**src/rtl/gate_actuator.sv**
```systemverilog
// Parking gate actuator: drives the gate motor between closed and open,
// auto-closes after a hold time, reverses on obstruction while closing and
// locks out after repeated obstruction reversals until cleared.
module gate_actuator #(
    parameter int TRAVEL  = 8,
    parameter int HOLD    = 16,
    parameter int MAX_REV = 3
) (
    input  logic                          clk,
    input  logic                          clr,
    input  logic                          open,
    input  logic                          close,
    input  logic                          obst,
    output logic                          motor_up,
    output logic                          motor_dn,
    output logic                          is_open,
    output logic                          is_closed,
    output logic                          fault,
    output logic [$clog2(TRAVEL+1)-1:0]   pos
);

    localparam int PW = $clog2(TRAVEL + 1);
    localparam int HW = (HOLD > 1) ? $clog2(HOLD) : 1;
    localparam int RW = $clog2(MAX_REV + 1);

    localparam logic [2:0] ST_CLOSED  = 3'd0;
    localparam logic [2:0] ST_OPENING = 3'd1;
    localparam logic [2:0] ST_OPEN    = 3'd2;
    localparam logic [2:0] ST_CLOSING = 3'd3;
    localparam logic [2:0] ST_FAULT   = 3'd4;

    localparam logic [PW-1:0] POS_MAX   = PW'(TRAVEL);
    localparam logic [PW-1:0] POS_ONE   = PW'(1);
    localparam logic [HW-1:0] HOLD_LAST = HW'(HOLD - 1);
    localparam logic [RW-1:0] REV_LIMIT = RW'(MAX_REV);

    logic [2:0]    state_r;
    logic [2:0]    state_nx_s;
    logic [PW-1:0] pos_nx_s;
    logic [HW-1:0] hold_r;
    logic [HW-1:0] hold_nx_s;
    logic [RW-1:0] rev_r;
    logic [RW-1:0] rev_nx_s;

    // Next-state, position, hold-timer and reversal-count computation.
    always_comb begin
        state_nx_s = state_r;
        pos_nx_s   = pos;
        hold_nx_s  = hold_r;
        rev_nx_s   = rev_r;
        case (state_r)
            ST_CLOSED: begin
                if (open) begin
                    state_nx_s = ST_OPENING;
                end else begin
                    state_nx_s = ST_CLOSED;
                end
            end
            ST_OPENING: begin
                // '>=' also covers a reversal that started at full travel,
                // so pos can never run past TRAVEL.
                if (pos >= (POS_MAX - POS_ONE)) begin
                    state_nx_s = ST_OPEN;
                    pos_nx_s   = POS_MAX;
                    hold_nx_s  = {HW{1'b0}};
                end else begin
                    pos_nx_s   = pos + POS_ONE;
                end
            end
            ST_OPEN: begin
                if (open) begin
                    hold_nx_s  = {HW{1'b0}};
                end else if (obst) begin
                    hold_nx_s  = hold_r;
                end else if (close || (hold_r >= HOLD_LAST)) begin
                    state_nx_s = ST_CLOSING;
                end else begin
                    hold_nx_s  = hold_r + HW'(1);
                end
            end
            ST_CLOSING: begin
                if (open) begin
                    // Operator-requested reversal is not an obstruction event.
                    state_nx_s = ST_OPENING;
                    rev_nx_s   = {RW{1'b0}};
                end else if (obst) begin
                    rev_nx_s = rev_r + RW'(1);
                    if ((rev_r + RW'(1)) >= REV_LIMIT) begin
                        state_nx_s = ST_FAULT;
                    end else begin
                        state_nx_s = ST_OPENING;
                    end
                end else if (pos <= POS_ONE) begin
                    state_nx_s = ST_CLOSED;
                    pos_nx_s   = {PW{1'b0}};
                    rev_nx_s   = {RW{1'b0}};
                end else begin
                    pos_nx_s   = pos - POS_ONE;
                end
            end
            ST_FAULT: begin
                state_nx_s = ST_FAULT;
            end
            default: begin
                state_nx_s = ST_CLOSED;
                pos_nx_s   = {PW{1'b0}};
                hold_nx_s  = {HW{1'b0}};
                rev_nx_s   = {RW{1'b0}};
            end
        endcase
    end

    // State, counters and Moore outputs registered together; clr overrides all.
    always_ff @(posedge clk) begin
        if (clr) begin
            state_r   <= ST_CLOSED;
            pos       <= {PW{1'b0}};
            hold_r    <= {HW{1'b0}};
            rev_r     <= {RW{1'b0}};
            motor_up  <= 1'b0;
            motor_dn  <= 1'b0;
            is_open   <= 1'b0;
            is_closed <= 1'b1;
            fault     <= 1'b0;
        end else begin
            state_r   <= state_nx_s;
            pos       <= pos_nx_s;
            hold_r    <= hold_nx_s;
            rev_r     <= rev_nx_s;
            motor_up  <= (state_nx_s == ST_OPENING);
            motor_dn  <= (state_nx_s == ST_CLOSING);
            is_open   <= (state_nx_s == ST_OPEN);
            is_closed <= (state_nx_s == ST_CLOSED);
            fault     <= (state_nx_s == ST_FAULT);
        end
    end

endmodule
```
**config.mk**
```make
export PLATFORM = sky130hd
export DESIGN_NAME = gate_actuator
export DESIGN_NICKNAME = d
export VERILOG_FILES = /design/src/rtl/gate_actuator.sv
export SDC_FILE = /design/constraint.sdc
export NUM_CORES = 1
export LEC_CHECK = 0
export BUFFER_PORTS_ARGS = -buffer_cell sky130_fd_sc_hd__buf_2
export CORE_ASPECT_RATIO = 0.7
export CORE_MARGIN = 2
export CORE_UTILIZATION = 51
export DETAILED_ROUTE_END_ITERATION = 7
export PLACE_DENSITY = 0.72
export SKIP_LAST_GASP = 1
export SYNTH_ARGS = -nofsm -noshare
export SYNTH_HDL_FRONTEND = slang
export SYNTH_SLANG_ARGS = --single-unit
```
**constraint.sdc**
```tcl
create_clock -name clk -period 4.5 [get_ports clk]
set_clock_uncertainty 0.2 [all_clocks]
set_input_delay 0.9 -clock clk [delete_from_list [all_inputs] [get_ports clk]]
set_output_delay 0.9 -clock clk [all_outputs]
set_load 0.1 [all_outputs]
```
==> flow_metrics.py <==
metrics = {
    "outcome": {
        "status": "finished, final reports clean",
    },
    "die": {
        "start_util": 0.526,
        "coreArea_um2": 2100,
        "io_pins": 14,
        "dieArea_um2": 2560,
        "rows": 14,
        "die_h_um": 43.0,
        "die_x_um": 59.7,
    },
    "clocking": {
        "postCtsHoldBufs": 0,
        "cts_sinks": 18,
        "h-tree-depth": 1,
        "tritoncts": "done",
        "postCtsSetupRepairBufs": 0,
        "clockBufferDepth": 2,
        "cts_buffers": 3,
        "clkTransAtPathRegs_ps": 110,
        "ctsResizeCount": 0,
        "clk_latency_ps": 300,
        "cts_root_buf": "clkbuf_4",
    },
    "sta": {
        "slew_viol_final": 0,
        "tightest_slew_ps": 542,
        "grt_setup_unrepaired": "false",
        "min_period_over_period": 0.530,
        "period_needed_ps": 2380,
        "max-slew-margin-rel": 0.638,
        "max_freq_mhz": 420,
        "finalHoldViolations": 0,
        "setup_viol": 0,
        "tns_ps": 0,
    },
    "yosys": {
        "ys_seq_area_frac": 0.326,
        "synth_cells": 124,
        "synth_fp_nets": 134,
        "ys_ff_latch": 18,
        "synth.distinct_cells": 49,
        "synth_edf_count": 0,
        "postSynth.asyncResetShare": 0,
        "synth_top_cell_by_area": "dfxtp_1",
        "yosysMostFrequentCell": "dfxtp_1",
        "synth_top_area_share": 0.326,
        "ys.warnings.count": 0,
        "synthFlopType": "dfxtp_1",
        "netlist_area_um2": 1110,
        "syn_area_per_cell_um2": 8.92,
        "synth.cells.most_frequent": "dfxtp_1 (18), a21oi_1 (11), nor2_1 (9)",
        "synthTopCellsByArea": "dfxtp_1 (33%), ha_1 (5.7%), a21oi_1 (5.0%)",
    },
    "global_route": {
        "grt.overflow.total": 0,
        "grt_pass1_vias": 881,
        "grt_pass1_wl_mm": 4.14,
        "antenna_found_initial": 0,
        "grt_max_degree": 20,
        "grt_usage": 0.212,
    },
    "final_layout": {
        "syn_to_final_growth_pct": 8.26,
        "n_fill_cell": 191,
        "final_nets": 147,
        "postLayoutCoreUtil": 0.570,
        "drive_gt1_frac": 0.191,
        "diodes": 0,
    },
    "worst_setup_path": {
        "startpoint": "pos[0]",
        "path_buf_inv": 1,
        "end_kind": "output pin",
        "cp_max_fo": 7,
        "crit_chain": "buf_2",
        "start_kind": "flop",
        "regToRegSetupSlack_ps": 2210,
        "worstSetupEndpoint": "pos[0]",
        "cp_top_family": "flip-flops",
        "crit_required_ps": 3400,
        "path_depth": 1,
        "reg2reg_from": "pos[0]",
        "r2r-end": "pos[3]",
        "reg2reg_depth": 6,
        "cp_slowest_cell": "dfxtp_1",
        "slowest_delay_ps": 490,
        "crit_arrival_ps": 1280,
        "path_class": "reg -> out",
    },
    "route": {
        "finalWirelength_mm": 2.41,
        "final_antenna_net_count": 0,
        "route.detailed.drc": 0,
        "via_count": 1008,
        "routedWlPerCell_um": 15.1,
        "drtIter0Drc": 41,
        "drtPass1Iterations": 4,
        "via_per_inst": 6.30,
    },
    "pwr": {
        "ir_drop_mv": 0.171,
        "p_per_area_nw_per_um2": 265,
        "p_leak_nw": 0.468,
    },
    "placement": {
        "portBuffers": 13,
        "post-dp-hpwl_mm": 1.75,
        "routabilityCongestion": 0.833,
    },
    "job": {
        "cap_violations": 0,
    },
    "hold_path": {
        "hold_class": "reg -> reg",
    },
}
-- cell families after synthesis --
logic type      Yosys count  synth area share
compound gates           45             0.305
simple gates             43             0.244
flops                    18             0.326
buf+inv                  12            0.0600
fa+ha+maj                 5            0.0566
xor+xnor                  1           0.00792
-- flip-flops by register name, indices dropped and copies added, names as in the netlist --
signal     cells
motor_dn       1
state_r        3
hold_r         4
is_closed      1
motor_up       1
is_open        1
rev_r          2
pos            4
fault          1
-- cell type report --
| cell class | instances | area (um2) | area share |
|---|---|---|---|
| inverters | 7 | 26.3 | 0.0219 |
| clock buffers | 4 | 36.3 | 0.0303 |
| repair buffers | 13 | 65.1 | 0.0543 |
| multi-input cells | 94 | 679 | 0.567 |
| flip-flops and latches | 18 | 360 | 0.301 |
| well taps | 24 | 30.0 | 0.0251 |
-- placed cells by master (no fill, tap or decap), types with 2 or more instances in the layout --
cell type / count
dfxtp_1: 18
buf_2: 13
a21oi_1: 11
nor2_1: 9
nand2_1: 8
inv_1: 7
nor3_1: 6
ha_1: 5
o31ai_1: 4
o211ai_1: 4
o21ai_0: 3
a21boi_0: 3
nand3_1: 3
clkbuf_4: 3
a21o_1: 2
nor2b_1: 2
nand3b_1: 2
nand2b_1: 2
-- metal layers --
metal  track usage  vias to the layer above  share of wire
met4        0.0533                        0         0.0079
met3        0.0579                        2          0.082
met2         0.300                       44           0.44
li1              -                      490              -
met1         0.313                      472           0.47
met5             0                        -              0
-- worst min-delay path by stage --
| stage | end | from | slack (ps) | cells past startpoint |
|---|---|---|---|---|
| floorplan | hold_r[1] | hold_r[1] | 260 | 2 |
| global placement | rev_r[1] | rev_r[1] | 280 | 2 |
| detailed placement | rev_r[0] | rev_r[0] | 290 | 2 |
| CTS | rev_r[0] | rev_r[0] | 300 | 2 |
| global route | rev_r[0] | rev_r[0] | 330 | 2 |
| finish | rev_r[0] | rev_r[0] | 300 | 2 |
-- through the flow --
step	power [mW]	std cells	setup WS, ps	area, um2	hold WS [ps]
floorplan	0.208	124	1760	1110	261
CTS	0.318	160	2120	1200	301
global placement	0.217	156	2100	1160	284
detailed placement	0.217	156	2050	1160	285
finish	0.317	160	2120	1200	296
global route	0.331	160	2070	1200	327
-- power by group --
part | total, mW | internal, mW | switching (mW)
combinational | 0.0473 | 0.0131 | 0.0343
clock | 0.103 | 0.0494 | 0.0539
sequential | 0.167 | 0.162 | 0.00477
total | 0.317 | 0.224 | 0.0930
Note: power is estimated with default switching activity, not from simulation.
